## config.mk

```make
export PLATFORM = sky130hd
export DESIGN_NAME = jt12_timer_regs
export DESIGN_NICKNAME = d
export VERILOG_FILES = /design/src/rtl/jt12_timer_regs.sv
export SDC_FILE = /design/constraint.sdc
export NUM_CORES = 1
export LEC_CHECK = 0
export BUFFER_PORTS_ARGS = -buffer_cell sky130_fd_sc_hd__buf_2
export CAP_MARGIN = 20
export CORE_UTILIZATION = 40
export DETAILED_ROUTE_END_ITERATION = 8
export GPL_ROUTABILITY_DRIVEN = 0
export PLACE_DENSITY = 0.68
export SYNTH_ARGS = -nofsm -noshare
export SYNTH_HDL_FRONTEND = slang
export SYNTH_SLANG_ARGS = --single-unit
```

## constraint.sdc

```tcl
create_clock -name clk -period 1.9 [get_ports clk]
set_clock_uncertainty 0.05 [all_clocks]
set_input_delay 0.19 -clock clk [delete_from_list [all_inputs] [get_ports clk]]
set_output_delay 0.19 -clock clk [all_outputs]
set_load 0.05 [all_outputs]
```

## src/rtl/jt12_timer_regs.sv

```systemverilog
// Host-side register writer / status reader for the JT12 timer pair (part I, regs 0x24-0x27).
// Optional CSM key-on pulse generation is enabled by defining JT12_CSM_EN.
module jt12_timer_regs #(
  parameter int BUSY_CYCLES = 32,
  parameter int BUSY_W      = 6
) (
  input  logic        clk,
  input  logic        rst,
  input  logic        clk_en,
  input  logic        cs_n,
  input  logic        wr_n,
  input  logic [1:0]  addr,
  input  logic [7:0]  din,
  output logic [7:0]  dout,
  output logic        busy,
  output logic [9:0]  value_A,
  output logic [7:0]  value_B,
  output logic        load_A,
  output logic        load_B,
  output logic        clr_flag_A,
  output logic        clr_flag_B,
  output logic        enable_irq_A,
  output logic        enable_irq_B,
  input  logic        flag_A,
  input  logic        flag_B,
  input  logic        overflow_A,
  output logic        csm_keyon
);

  localparam logic [BUSY_W-1:0] BUSY_LOAD = BUSY_W'(BUSY_CYCLES);

  logic              we, we_q, write_edge;
  logic              addr_wr, data_wr, timer_wr;
  logic [7:0]        sel_addr;
  logic              sel_part;
  logic [1:0]        mode;
  logic              run_A, run_B;
  logic [BUSY_W-1:0] busy_cnt;

  // A held strobe acts once: only the low-to-high transition of we fires.
  assign we         = ~cs_n & ~wr_n;
  assign write_edge = we & ~we_q;
  assign addr_wr    = write_edge & ~addr[0];
  assign data_wr    = write_edge &  addr[0];
  assign timer_wr   = data_wr & ~sel_part;

  // NOTE: all state below uses non-blocking assignments so every register
  // samples the same pre-edge values regardless of statement order.
  always_ff @(posedge clk) begin
    if (rst) begin
      we_q         <= 1'b0;
      sel_addr     <= 8'h00;
      sel_part     <= 1'b0;
      value_A      <= 10'd0;
      value_B      <= 8'd0;
      mode         <= 2'b00;
      run_A        <= 1'b0;
      run_B        <= 1'b0;
      enable_irq_A <= 1'b0;
      enable_irq_B <= 1'b0;
      clr_flag_A   <= 1'b0;
      clr_flag_B   <= 1'b0;
    end else begin
      we_q       <= we;
      clr_flag_A <= 1'b0;
      clr_flag_B <= 1'b0;
      if (addr_wr) begin
        sel_addr <= din;
        sel_part <= addr[1];
      end
      if (timer_wr) begin
        case (sel_addr)
          8'h24: value_A[9:2] <= din;
          8'h25: value_A[1:0] <= din[1:0];
          8'h26: value_B      <= din;
          8'h27: begin
            mode         <= din[7:6];
            clr_flag_B   <= din[5];
            clr_flag_A   <= din[4];
            enable_irq_B <= din[3];
            enable_irq_A <= din[2];
            run_B        <= din[1];
            run_A        <= din[0];
          end
          default: ;
        endcase
      end
    end
  end

  // Any data write (either part, any register) restarts the busy window.
  always_ff @(posedge clk) begin
    if (rst)
      busy_cnt <= '0;
    else if (data_wr)
      busy_cnt <= BUSY_LOAD;
    else if (clk_en && busy_cnt != '0)
      busy_cnt <= busy_cnt - 1'b1;
  end

  assign busy   = (busy_cnt != '0);
  assign load_A = ~run_A;
  assign load_B = ~run_B;
  assign dout   = {busy, 5'b0_0000, flag_B, flag_A};

`ifdef JT12_CSM_EN
  always_ff @(posedge clk) begin
    if (rst)
      csm_keyon <= 1'b0;
    else
      csm_keyon <= overflow_A && (mode == 2'b10);
  end
`else
  logic unused_csm;
  assign unused_csm = ^{mode, overflow_A};
  assign csm_keyon  = 1'b0;
`endif

endmodule

```

==> metrics, run 1 <==
Hold Buf Count CTS=0; overall die width=just under 70 microns; count of max-cap constraint violations=0; highest attainable clock frequency=about 600 MHz; synthesized area divided by synthesized cell count=9.90 sq um; count of input and output buffers=40; count of flip-flops with a built-in enable after synthesis=0; placed standard-cell area=approximately 2000 sq um; share of flip-flops with an asynchronous set or reset=0%; clock period minus worst slack=between 1500 and 2000 ps; layout overhead on the synthesized area=20.7%; number of different library cells in the post-synthesis netlist=33; root buffer cell=clkbuf_8; data required time of the worst path=between 1500 and 2000 ps; power density cells=1100 nW/um^2; number of optimization iterations in the first detailed-route pass=4; number of buffers added by the clock tree synthesis step=5; top-level port count=52; internal reg-to-reg setup slack=~340 ps; yosys synthesis warning count=0; total wirelength of the detailed-routed design=~3200 microns; clk sinks=40; effective utilization at floorplan=a little over two fifths; setup bufs post-CTS=0; status=completed; portion of synthesized cell area occupied by the leading cell type=a little under half; deepest level of the CTS H-tree=2; Internal Dissipation=1.52 mW; total power draw=about 2.3 mW; number of synthesized register bits=40; instance count after placement with tap cells included=around 260; most common flop cell mapped by yosys=dfxtp_1; Worst Setup Start Kind=flop; number of fill cells=approximately 400; Flop pwr share=41.0%; register clock-pin slew on the reported worst setup and hold paths=about 80 ps; largest net degree at the start of global routing=17; post-synthesis instance area=between 1500 and 2000 sq um; largest area contributor in the netlist=dfxtp_1; Final Cycle Share=88.0%; power dissipated by switching net loads=between 700 and 800 uW; antenna viol nets, final=0; average wire length per cell after detail routing=between 10 and 15 microns; global-route wire length before repair=5400 microns; Leakage=between 1 and 1.5 nW; most numerous cell types in the synthesized netlist=dfxtp_1, nand2_1, mux2i_1; Vias/cell=just under 5; layout cells sized above 1=roughly 29%; core region area=4090 sq um; transition time of the tightest slew-check pin=roughly 530 ps; share of the yosys chip area belonging to registers=a little under half; Die Y-Extent=67.8 microns; # DRC=0; number of nets in the finished design=about 240; Die Area=4600 sq um; maximum fanout count along the critical path=6; initial antenna violation count=0; CTS tree=built; setup repair after global routing missed its margin=no; Max Slew Vio Count=0; cell with the most instances after synthesis=dfxtp_1; part of the total power dissipated in combinational logic=between 20 and 30%; Vias=between 1000 and 1500; number of failing hold endpoints at the final stage=0; setup violation total in the final timing report=0; num rows=23; post-route setup TNS=0 ps; n_diodes=0; Arr. time, crit path=1430 ps; aggregate global-route resource usage=~16%; type of the worst min-delay path=in -> reg; CP Capture Type=output pin; final cell area excluding filler cells=around 2100 sq um; share of power burned in the clock network=between 20 and 30%; HPWL reported at the end of detailed placement=about 2400 microns; count of mapped cells out of synthesis=175; Slew headroom=64.3%; synth top area cells=dfxtp_1, mux2i_1, nand2_1; final std cells w/o fill=between 200 and 300; type of the worst setup path=reg -> out; number of gates given a new drive strength after cts=0; buffer levels on the longest clock path=2; switch share=34.2%; vias in the first global route=1201; later-pin clock latency in the skew report=290 ps; VDD IR max=just under 0.5 mV; global route total overflow=0; Hold Worst Slack=a little over 90 ps; violation count after the first detailed-route iteration=45
final cells by class:
cell class,instances,area [sq um],area share (%)
repair buffers,46,245,11.7
inverters,5,18.8,0.897
clock inverters,3,42.5,2.03
well taps,50,62.6,2.99
clock buffers,5,68.8,3.29
multi-input cells,121,853,40.8
flip-flops and latches,40,801,38.3
routing by layer:
| metal | share of wire (%) | track usage (%) | vias up |
|---|---|---|---|
| met3 | 3.0 | 3.50 | 2 |
| met2 | 49 | 26.0 | 31 |
| met1 | 48 | 19.9 | 608 |
| met5 | 0 | 0 | - |
| li1 | - | - | 674 |
| met4 | 0.37 | 6.25 | 0 |
layout by cell type (no fill, tap or decap), drive strengths merged, types with 2 or more instances in the layout:
cell type and n:
nor4b 3, conb 6, or3 2, a21oi 4, o21ai 2, nand2 35
nor2b 2, nor4 2, inv 5, clkbuf 5, mux2i 31, ha 2
nor2 11, dfxtp 40, buf 46, nand4 5, nor3 4
logic make-up after synthesis:
kind of cell / share of synthesized area [%]
multiplexers: 18.6
AO/OA/AOI/OAI: 4.69
buffers and inverters: 6.14
other: 0.216
adder cells (fa/ha/maj): 1.44
flip-flops: 46.2
AND/OR/NAND/NOR: 22.7
worst paths after layout:
path / startpoint / to / depth (start not counted)
worst max-delay path: busy_cnt[0]$_SDFFE_PP0P_ / busy / 5
worst min-delay path: addr[1] / sel_part$_SDFFE_PP0P_ / 3
worst max register to register: sel_addr[3]$_SDFFE_PP0P_ / value_B[3]$_SDFFE_PP0P_ / 3
worst min register to register: value_B[6]$_SDFFE_PP0P_ / value_B[6]$_SDFFE_PP0P_ / 2
stage by stage:
| stage | setup WS [ps] | utilization, % |
|---|---|---|
| 6_report | 229 | 51.2 |
| 5_1_grt | 90.4 | 51.2 |
| 4_1_cts | 109 | 51.1 |
| 3_5_place_dp | 309 | 48.4 |
| 3_3_place_gp | 316 | 48.4 |
| 2_1_floorplan | 168 | - |
power by group through the flow:
stage / clock (mW) / combinational, mW / sequential (mW)
final: 0.679 / 0.682 / 0.946
after global routing: 0.736 / 0.751 / 0.957
after CTS: 0.695 / 0.681 / 0.945
after detailed placement: 0 / 0.679 / 0.965
after global placement: 0 / 0.678 / 0.963
after floorplan: 0 / 0.579 / 0.954
registers in the layout, indices dropped and copies added (netlist names):
| name | flops |
|---|---|
| busy_cnt | 6 |
| clr_flag_A | 1 |
| clr_flag_B | 1 |
| enable_irq_A | 1 |
| enable_irq_B | 1 |
| run_A | 1 |
| run_B | 1 |
| sel_addr | 8 |
| sel_part | 1 |
| value_A | 10 |
| value_B | 8 |
| we_q | 1 |
critical path, stage by stage (launching register included):
cell     delay [ps]
dfxtp_1         350
inv_1            80
ha_1            200
nor2b_2         190
nand2_1          70
buf_2           260
No activity file was read; power rests on OpenSTA's default activity.
==> run 2, diff against run 1 <==
--- a/config.mk
+++ b/config.mk
@@ -10,7 +10,7 @@
 export CORE_UTILIZATION = 40
 export DETAILED_ROUTE_END_ITERATION = 8
 export GPL_ROUTABILITY_DRIVEN = 0
-export PLACE_DENSITY = 0.68
+export RECOVER_POWER = 25
 export SYNTH_ARGS = -nofsm -noshare
 export SYNTH_HDL_FRONTEND = slang
 export SYNTH_SLANG_ARGS = --single-unit
==> metrics, run 2 (synthesis results as in run 1) <==
clk sinks=40; HPWL reported at the end of detailed placement=between 2000 and 3000 microns; status=completed; initial antenna violation count=0; number of optimization iterations in the first detailed-route pass=4; Final Worst Setup Slack=approximately 160 ps; Arr. time, crit path=approximately 1500 ps; share of power burned in the clock network=a little under a third; Largest register FFs=10; aggregate global-route resource usage=between 15 and 20%; num rows=23; vias in the first global route=1286; data required time of the worst path=between 1500 and 2000 ps; Slew headroom=between 50 and 60%; top-level port count=52; setup violation total in the final timing report=0; final std cells w/o fill=267; Flop pwr share=between 40% and 50%; register clock-pin slew on the reported worst setup and hold paths=roughly 70 ps; Internal Dissipation=1.57 mW; antenna viol nets, final=0; power density cells=between 1000 and 1500 nW/um^2; root buffer cell=clkbuf_8; type of the worst min-delay path=in -> reg; later-pin clock latency in the skew report=between 200 and 300 ps; VDD IR max=0.666 mV; number of nets in the finished design=between 200 and 250; average wire length per cell after detail routing=roughly 13 microns; Max Slew Vio Count=0; overall die width=around 68 microns; crit-path max cell delay=roughly 460 ps; Leakage=between 0.9 and 1 nW; violation count after the first detailed-route iteration=48; most used cells in the layout excluding fill and tap cells=dfxtp_1, nand2_1, mux2i_1; global route total overflow=0; slowest stage cell, crit path=nor3_1; CTS tree=built; leading registers by flop count=value_A (10), sel_addr (8), value_B (8); part of the total power dissipated in combinational logic=~28%; largest register by flop count=value_A; power dissipated by switching net loads=~800 uW; Die Area=between 4000 and 5000 sq um; clock period minus worst slack=approximately 1700 ps; Multi-input gate area=853 sq um; Vias/cell=slightly below 5; Worst Setup Start Kind=flop; Die Y-Extent=roughly 68 microns; instance count after placement with tap cells included=roughly 260; highest attainable clock frequency=between 500 and 600 MHz; # DRC=0; count of max-cap constraint violations=0; deepest level of the CTS H-tree=2; number of fill cells=387; number of failing hold endpoints at the final stage=0; transition time of the tightest slew-check pin=between 600 and 700 ps; effective utilization at floorplan=a little over two fifths; Place WS=289 ps; layout overhead on the synthesized area=19.2%; type of the worst setup path=reg -> out; worst hold path depth=3; post-route setup TNS=0 ps; crit path cell chain=nor3_1, nand2_1, buf_2; Vias=roughly 1300; global-route wire length before repair=5760 microns; layout cells sized above 1=about a fifth; commonest non-fill, non-tap cell in the layout=dfxtp_1; Hold Buf Count CTS=0; buffer levels on the longest clock path=2; core region area=4090 sq um; number of buffers added by the clock tree synthesis step=5; CP Capture Type=output pin; setup repair after global routing missed its margin=no; largest net degree at the start of global routing=31; number of cells traversed by the worst register-to-register path=3; n_diodes=0; maximum fanout count along the critical path=7; setup bufs post-CTS=0; switch share=33.8%; Hold Worst Slack=between 90 and 100 ps; total wirelength of the detailed-routed design=about 3500 microns; sequential cell area=801 sq um; count of input and output buffers=40; Final Cycle Share=between 90 and 100%
-- run 2: layout make-up --
cell class,count,area share (%)
sequential,40,38.8
timing repair buffer,43,9.87
tap,50,3.03
clock inverter,1,1.45
multi-input combinational,121,41.3
inverter,5,0.909
clock buffer,7,4.66
-- run 2: final timing paths --
path / from / to / slack [ps]
min: addr[1] / sel_part$_SDFFE_PP0P_ / 90
min reg2reg: value_A[0]$_SDFFE_PP0P_ / value_A[0]$_SDFFE_PP0P_ / 410
max reg2reg: sel_addr[3]$_SDFFE_PP0P_ / value_A[9]$_SDFFE_PP0P_ / 320
max: busy_cnt[2]$_SDFFE_PP0P_ / busy / 160
-- run 2: timing repair --
| action | 4_1_cts | 5_1_grt |
|---|---|---|
| setup endpoints to repair | 0 | 2 |
| resized for setup | 0 | 1 |
| hold endpoints to repair | 0 | 0 |
-- run 2: per-stage QoR --
| stage | power [mW] | utilization, % | instance area [sq um] |
|---|---|---|---|
| 2_1_floorplan | 1.53 | - | 1750 |
| 3_3_place_gp | 1.59 | 47.9 | 1960 |
| 3_5_place_dp | 1.63 | 47.9 | 1960 |
| 4_1_cts | 2.38 | 50.9 | 2080 |
| 5_1_grt | 2.49 | 50.6 | 2070 |
| 6_report | 2.36 | 50.6 | 2070 |
-- run 2: routing by layer --
metal	share of wire (%)	global-route usage, %	routed length (microns)
met3	4.8	4.17	169
met2	48	28.8	1690
met1	45	20.6	1580
met4	1.4	7.03	50
met5	0	0	0
-- run 2: power groups by stage --
stage                     registers (mW)  logic, mW  clock network, mW
final                              0.951      0.670              0.742
after CTS                          0.948      0.663              0.765
after global placement             0.960      0.633                  0
after detailed placement           0.964      0.663                  0
after floorplan                    0.954      0.579                  0
after global routing               0.960      0.723              0.802
-- run 2: worst max-delay path, delay by kind of cell, from the launching register on --
| family | cells | cell delay, ps |
|---|---|---|
| buffers and inverters | 1 | 240 |
| DFF | 1 | 370 |
| and+or+nand+nor | 2 | 600 |
==> run 3, diff against run 2 <==
==> constraint.sdc (replaced) <==
create_clock -name clk -period 2.19 [get_ports clk]
set_clock_uncertainty 0.05 [all_clocks]
set_input_delay 0.219 -clock clk [delete_from_list [all_inputs] [get_ports clk]]
set_output_delay 0.219 -clock clk [all_outputs]
set_load 0.05 [all_outputs]
==> metrics, run 3 (synthesis results as in run 1) <==
violation count after the first detailed-route iteration=33; Multi-input gate area=~850 sq um; instance count after placement with tap cells included=between 200 and 300; total wirelength of the detailed-routed design=~3600 microns; type of the worst min-delay path=in -> reg; Slew headroom=59.8%; aggregate global-route resource usage=16.9%; setup violation total in the final timing report=0; clock period minus worst slack=about 1800 ps; crit path cell chain=inv_1, ha_1, nor2b_1, nand2_1, buf_2; commonest non-fill, non-tap cell in the layout=dfxtp_1; overall die width=67.8 microns; count of max-cap constraint violations=0; count of input and output buffers=40; # DRC=0; Hold Buf Count CTS=0; crit-path leading delay family=simple AND/OR/NAND/NOR gates; n_diodes=0; number of fill cells=roughly 400; top-level port count=52; transition time of the tightest slew-check pin=605 ps; VDD IR max=approximately 0.47 mV; average wire length per cell after detail routing=roughly 13 microns; leading registers by flop count=value_A (10), sel_addr (8), value_B (8); largest net degree at the start of global routing=19; maximum fanout count along the critical path=6; deepest level of the CTS H-tree=2; highest attainable clock frequency=555 MHz; most used cells in the layout excluding fill and tap cells=dfxtp_1, nand2_1, mux2i_1; total power draw=1.89 mW; number of gates given a new drive strength after cts=0; Max Slew Vio Count=0; effective utilization at floorplan=~42%; combined buffer and inverter count along the critical path=2; num rows=23; global route total overflow=0; HPWL reported at the end of detailed placement=about 2700 microns; CP Capture Type=output pin; power density cells=roughly 930 nW/um^2; core region area=between 4000 and 5000 sq um; number of failing hold endpoints at the final stage=0; number of nets in the finished design=between 200 and 250; root buffer cell=clkbuf_8; Arr. time, crit path=1530 ps; largest register by flop count=value_A; setup repair after global routing missed its margin=no; sequential cell area=around 800 sq um; antenna viol nets, final=0; Die Y-Extent=approximately 68 microns; number of buffers added by the clock tree synthesis step=5; layout overhead on the synthesized area=17.2%; layout cells sized above 1=between 10% and 20%; CTS tree=built; initial antenna violation count=0; vias in the first global route=1246; slowest stage cell, crit path=dfxtp_1; crit-path max cell delay=about 320 ps; post-route setup TNS=0 ps; type of the worst setup path=reg -> out; clk sinks=40; Vias=between 1000 and 1500; Leakage=0.962 nW; register clock-pin slew on the reported worst setup and hold paths=roughly 70 ps; later-pin clock latency in the skew report=roughly 290 ps; buffer levels on the longest clock path=2; global-route wire length before repair=5640 microns; final std cells w/o fill=267; Vias/cell=about 5; status=completed; data required time of the worst path=between 1500 and 2000 ps; Largest register FFs=10; setup bufs post-CTS=0; Final Cycle Share=between 80 and 90%; Worst Setup Start Kind=flop; number of optimization iterations in the first detailed-route pass=4; Die Area=about 4600 sq um
[run 3: changes by cell type in the layout (fill, tap and decap cells not counted), sizes merged]
cell,delta
clkinvlp,+1
bufinv,-1
[run 3: final timing paths]
check / depth (start not counted) / end / from / slack (ps)
max: 5 / dout[7] / busy_cnt[0]$_SDFFE_PP0P_ / 390
min reg2reg: 2 / value_A[2]$_SDFFE_PP0P_ / value_A[2]$_SDFFE_PP0P_ / 410
max reg2reg: 5 / busy_cnt[0]$_SDFFE_PP0P_ / busy_cnt[0]$_SDFFE_PP0P_ / 580
min: 3 / sel_part$_SDFFE_PP0P_ / addr[1] / 130
[run 3: metrics by stage]
step / utilization (%) / cell area (sq um) / setup WS (ps) / hold slack (ps)
6_report: 49.7 / 2030 / 388 / 128
5_1_grt: 49.7 / 2030 / 211 / 128
4_1_cts: 50.2 / 2050 / 377 / 125
3_5_place_dp: 47.9 / 1960 / 586 / 388
3_3_place_gp: 47.9 / 1960 / 633 / 388
2_1_floorplan: - / 1750 / 429 / 240
[run 3: tightest hold or removal path: cells and delay by family]
family,cells,cell delay (ps)
multiplexers,1,60
AND/OR/NAND/NOR,1,70
buffers and inverters,1,80
[run 3: routing by layer]
metal	up-vias	global-route usage, %	routed length [microns]
met5	-	0	0
met4	0	7.81	46
met3	5	4.00	156
met2	28	28.2	1780
met1	623	20.4	1580
li1	675	-	-
[run 3: power breakdown]
group | switching (mW) | internal (mW) | total, mW
Clock | 0.239 | 0.256 | 0.495
Sequential | 0.0448 | 0.778 | 0.822
Combinational | 0.396 | 0.175 | 0.570
[run 3: final cells by class]
| class | instances | share of cell area, % |
|---|---|---|
| clock inverter | 1 | 0.370 |
| tap | 50 | 3.08 |
| sequential | 40 | 39.4 |
| clock buffer | 7 | 4.25 |
| inverter | 5 | 0.924 |
| timing repair buffer | 43 | 10.0 |
| multi-input combinational | 121 | 41.9 |
